$ cat config.mk
export PLATFORM = sky130hd
export DESIGN_NAME = dc_line_ctrl
export DESIGN_NICKNAME = d
export VERILOG_FILES = /design/src/rtl/dc_line_ctrl.sv
export SDC_FILE = /design/constraint.sdc
export NUM_CORES = 1
export LEC_CHECK = 0
export ABC_AREA = 1
export BUFFER_PORTS_ARGS = -buffer_cell sky130_fd_sc_hd__buf_2
export CORE_AREA = 2 2 174 176
export CTS_BUF_LIST = sky130_fd_sc_hd__clkbuf_8
export CTS_CLUSTER_SIZE = 20
export DETAILED_ROUTE_END_ITERATION = 16
export DIE_AREA = 0 0 176 178
export PLACE_DENSITY_LB_ADDON = 0.05
export SETUP_SLACK_MARGIN = 0.15
export SYNTH_ARGS = -nofsm -noshare
export SYNTH_HDL_FRONTEND = slang
export SYNTH_SLANG_ARGS = --single-unit
$ cat constraint.sdc
create_clock -name clk -period 2.45 [get_ports clk]
set_input_delay 0.245 -clock clk [delete_from_list [all_inputs] [get_ports clk]]
set_output_delay 0.245 -clock clk [all_outputs]
set_load 0.03 [all_outputs]
$ cat src/rtl/dc_line_ctrl.sv
// Data-cache miss sequencer: optional 4-beat victim writeback, 4-beat refill, line write + tag update.
// Latency with mem_ack high: 6 cycles clean, 12 dirty to dc_stall_fin; each mem_ack=0 cycle stalls one cycle.
module dc_line_ctrl #(
  parameter int DWIDTH = 14
) (
  input  logic              clk,
  input  logic              rst,
  input  logic              miss_req,
  input  logic [27:0]       miss_adr,
  input  logic              miss_dirty,
  input  logic [27:0]       victim_adr,
  output logic              busy,
  output logic              dc_stall_fin,
  output logic              tag_wen,
  output logic [DWIDTH-3:0] ram_radr_all,
  output logic              ram_ren_all,
  input  logic [127:0]      ram_rdata_all,
  output logic [DWIDTH-3:0] ram_wadr_all,
  output logic [127:0]      ram_wdata_all,
  output logic              ram_wen_all,
  output logic              mem_req,
  output logic              mem_we,
  output logic [29:0]       mem_adr,
  output logic [31:0]       mem_wdata,
  input  logic              mem_ack,
  input  logic [31:0]       mem_rdata
);

  localparam int IW = DWIDTH - 2;

  typedef enum logic [2:0] {
    S_IDLE,
    S_WB_RD,
    S_WB_LAT,
    S_WB_BEAT,
    S_RF_BEAT,
    S_RF_WR,
    S_DONE
  } state_e;

  state_e       state_q, state_d;
  logic [1:0]   cnt_q, cnt_d;
  logic [127:0] buf_q, buf_d;
  logic [27:0]  miss_adr_q, miss_adr_d;
  logic [27:0]  vic_adr_q, vic_adr_d;

  always_ff @(posedge clk) begin
    if (rst) begin
      state_q    <= S_IDLE;
      cnt_q      <= 2'd0;
      buf_q      <= 128'd0;
      miss_adr_q <= 28'd0;
      vic_adr_q  <= 28'd0;
    end else begin
      state_q    <= state_d;
      cnt_q      <= cnt_d;
      buf_q      <= buf_d;
      miss_adr_q <= miss_adr_d;
      vic_adr_q  <= vic_adr_d;
    end
  end

  // Outputs are decoded from state only, so every output is 0 while idle.
  always_comb begin
    state_d       = state_q;
    cnt_d         = cnt_q;
    buf_d         = buf_q;
    miss_adr_d    = miss_adr_q;
    vic_adr_d     = vic_adr_q;
    busy          = 1'b1;
    dc_stall_fin  = 1'b0;
    tag_wen       = 1'b0;
    ram_radr_all  = '0;
    ram_ren_all   = 1'b0;
    ram_wadr_all  = '0;
    ram_wdata_all = 128'd0;
    ram_wen_all   = 1'b0;
    mem_req       = 1'b0;
    mem_we        = 1'b0;
    mem_adr       = 30'd0;
    mem_wdata     = 32'd0;

    case (state_q)
      S_IDLE: begin
        busy = 1'b0;
        if (miss_req) begin
          miss_adr_d = miss_adr;
          vic_adr_d  = victim_adr;
          cnt_d      = 2'd0;
          state_d    = miss_dirty ? S_WB_RD : S_RF_BEAT;
        end
      end
      S_WB_RD: begin
        ram_ren_all  = 1'b1;
        ram_radr_all = vic_adr_q[IW-1:0];
        state_d      = S_WB_LAT;
      end
      S_WB_LAT: begin
        buf_d   = ram_rdata_all;
        cnt_d   = 2'd0;
        state_d = S_WB_BEAT;
      end
      S_WB_BEAT: begin
        mem_req   = 1'b1;
        mem_we    = 1'b1;
        mem_adr   = {vic_adr_q, cnt_q};
        mem_wdata = buf_q[{cnt_q, 5'b0} +: 32];
        if (mem_ack) begin
          cnt_d = cnt_q + 2'd1;
          if (cnt_q == 2'd3) state_d = S_RF_BEAT;
        end
      end
      S_RF_BEAT: begin
        mem_req = 1'b1;
        mem_adr = {miss_adr_q, cnt_q};
        if (mem_ack) begin
          buf_d[{cnt_q, 5'b0} +: 32] = mem_rdata;
          cnt_d = cnt_q + 2'd1;
          if (cnt_q == 2'd3) state_d = S_RF_WR;
        end
      end
      S_RF_WR: begin
        ram_wen_all   = 1'b1;
        ram_wadr_all  = miss_adr_q[IW-1:0];
        ram_wdata_all = buf_q;
        tag_wen       = 1'b1;
        state_d       = S_DONE;
      end
      S_DONE: begin
        dc_stall_fin = 1'b1;
        state_d      = S_IDLE;
      end
      default: begin
        state_d = S_IDLE;
      end
    endcase
  end

endmodule

==> results.md <==
* FF+latch count, synth at 189
* Post-synth top area share at 0.3120
* Layout area overhead at 25.94%
* Commonest cells post-synth: 669 x nand2_1, 463 x nor2_1, 296 x inv_1, 189 x dfxtp_1, 153 x a21oi_1
* Max-slew headroom at 0.5743
* Wirelength, routed at 46490 um
* Drt initial violations at 868
* Final setup TNS at 0 ps
* Critical Path Sink Type: primary output
* Synth area leaders: dfxtp_1 31%, nand2_1 21%, nor2_1 14%
* CTS Buffer Depth at 2
* DRT Pass-1 Iters at 5
* Share of cells above drive strength 1 at 0.2185
* Crit share post-route at 0.9006
* GRT Util Overall at 0.2862
* Fin crit period at 2206 ps
* Vias in the first global route at 13180
* Reg clk slew, reported paths at 120 ps
* Worst-margin pin slew at 638.6 ps
* DIE AREA at 31330 um2
* IO Pins at 442
* DRC at 0
* Power per cell area at 1189 nW/um2
* Die span in y at 178 um
* DR WL/cell at 15.80 um
* FFs w/ async S/R, synth at 0
* Post-route worst hold slack at 30.61 ps
* Post-synth EDFFs at 0
* Final Power at 18.16 mW
* Synth area leader: dfxtp_1
* Post-Place Setup Slack at 330.1 ps
* Syn Area/Cell at 5.612 um2
* Required time worst endpoint at 2200 ps
* Peak Freq at 453.2 MHz
* Final Wtd Congestion at 0.9303
* Cell Area, Synth at 12130 um2
* Register area share after synthesis at 0.3120
* Setup violators final at 0
* Final #Nets at 2762
* Vias per cell at 4.859
* CTS tree: done
* Root Buffer: clkbuf_8
* Slew Limit Fails at 0
* Worst setup path category: reg -> out
* Most frequent cell after synthesis: nand2_1
* DP Wirelength at 33080 um
* Initial Utilization at 0.4124
* Gr ovfl total at 0
* CORE AREA at 29400 um2
* Final Hold Viols at 0
* Largest net degree at the start of global routing at 89
* Initial antenna violation count at 7
* Startpoint Class: register
* Max FO, Critical Path at 21
* Row Count at 63
* Port Buffer Count at 441
* Final ANT Viol Nets at 0
* Status: complete, no violations
* Net count after synthesis at 2387
* Cells after synthesis at 2161
* Setup WS post-layout at 243.6 ps
* CTS H-tree lvls at 4
* Max-cap violation count at 0
* Max Clock Skew at 13.93 ps
* Non-Filler Instances at 2943
* Die width at 176 um
* Global-route wire length before repair at 70100 um
* # clock sinks at 189
* Pleak at 8.304 nW
* Max VDD drop at 0.7289 mV
* Top FF cell, synth: dfxtp_1
* Total vias in the final route at 14300
* Yosys warning total at 0
* Hold/Removal Path Class: in -> reg
* DP Cell Count at 2885
* Yosys cell types at 23
* Crit path DAT at 1960 ps
* RSZ-0062 raised after global routing: yes
* CTS buffer count at 17
* Worst-Skew Late Latency at 490 ps
[critical path, stage by stage, from the launching register on]
cell and delay, ps:
dfxtp_2 390, inv_1 60, nand2_1 140, nor2_4 200, inv_6 110, buf_12 180, nor2_1 180, buf_2 230
[logic make-up after synthesis]
| kind of cell | synth area share |
|---|---|
| compound gates | 0.1312 |
| fa+ha+maj | 0.005159 |
| buf+inv | 0.1661 |
| flops | 0.3120 |
| simple gates | 0.3855 |
[metal layers]
layer | vias to the layer above | wire, um | track usage
met5 | - | 55 | 0
met4 | 8 | 1197 | 0.09332
met3 | 76 | 3235 | 0.05584
met2 | 545 | 21860 | 0.4785
met1 | 6435 | 20140 | 0.3717
li1 | 7237 | - | -
[power breakdown]
part	switching (mW)	leakage (nW)	total [mW]	internal, mW
Clock	1.36	0.211	2.22	0.866
Sequential	0.604	1.56	4.92	4.32
Combinational	7.50	6.54	11.0	3.50
[cell type report]
cell class | instances | area [um2]
fillers | 3229 | 14130
multi-input cells | 1524 | 6432
flip-flops and latches | 189 | 3792
repair buffers | 503 | 3003
inverters | 301 | 1140
well taps | 390 | 488.0
clock buffers | 17 | 234.0
clock inverters | 15 | 172.7
diodes | 4 | 10.01
[cells in the final DEF, fill, tap and decap left out, types with 6 or more instances in the layout]
cell type / count
dlygate4sd3_1: 8
dfxtp_1: 184
nand3_1: 72
buf_2: 437
nor2_1: 459
buf_4: 33
o21ai_0: 122
clkbuf_8: 17
buf_12: 19
nor2_4: 6
inv_6: 7
o22ai_1: 28
nand2_1: 667
inv_1: 295
a21oi_1: 151
[flip-flops by register name, summed over array words and instances (netlist names)]
name and flops:
buf_q 128, miss_adr_q 28, vic_adr_q 28, state_q 3, cnt_q 2
[timing repair]
item / 4_1_cts / 5_1_grt
pin swaps: 2 / 3
hold buffers: 8 / 0
setup endpoints to repair: 202 / 170
hold endpoints to repair: 8 / 0
setup buffers: 2 / 8
gates resized for setup: 8 / 14
gates cloned: 2 / 2
[worst paths after layout]
path	start	to	slack (ps)	cells after the start
max reg2reg	state_q[1]$_SDFFE_PP0P_	buf_q[122]$_SDFFE_PP0P_	390	9
max	state_q[1]$_SDFFE_PP0P_	ram_wdata_all[85]	240	7
min reg2reg	vic_adr_q[20]$_SDFFE_PP0P_	vic_adr_q[20]$_SDFFE_PP0P_	460	2
min	miss_adr[25]	miss_adr_q[25]$_SDFFE_PP0P_	30	3
[per-stage QoR]
step / instance area (um2) / util
after floorplan: 12130 / -
after global routing: 15270 / 0.5193
after CTS: 15110 / 0.5140
after global placement: 14570 / 0.4954
after detailed placement: 14570 / 0.4954
final: 15270 / 0.5194
Note: power is estimated with default switching activity, not from simulation.
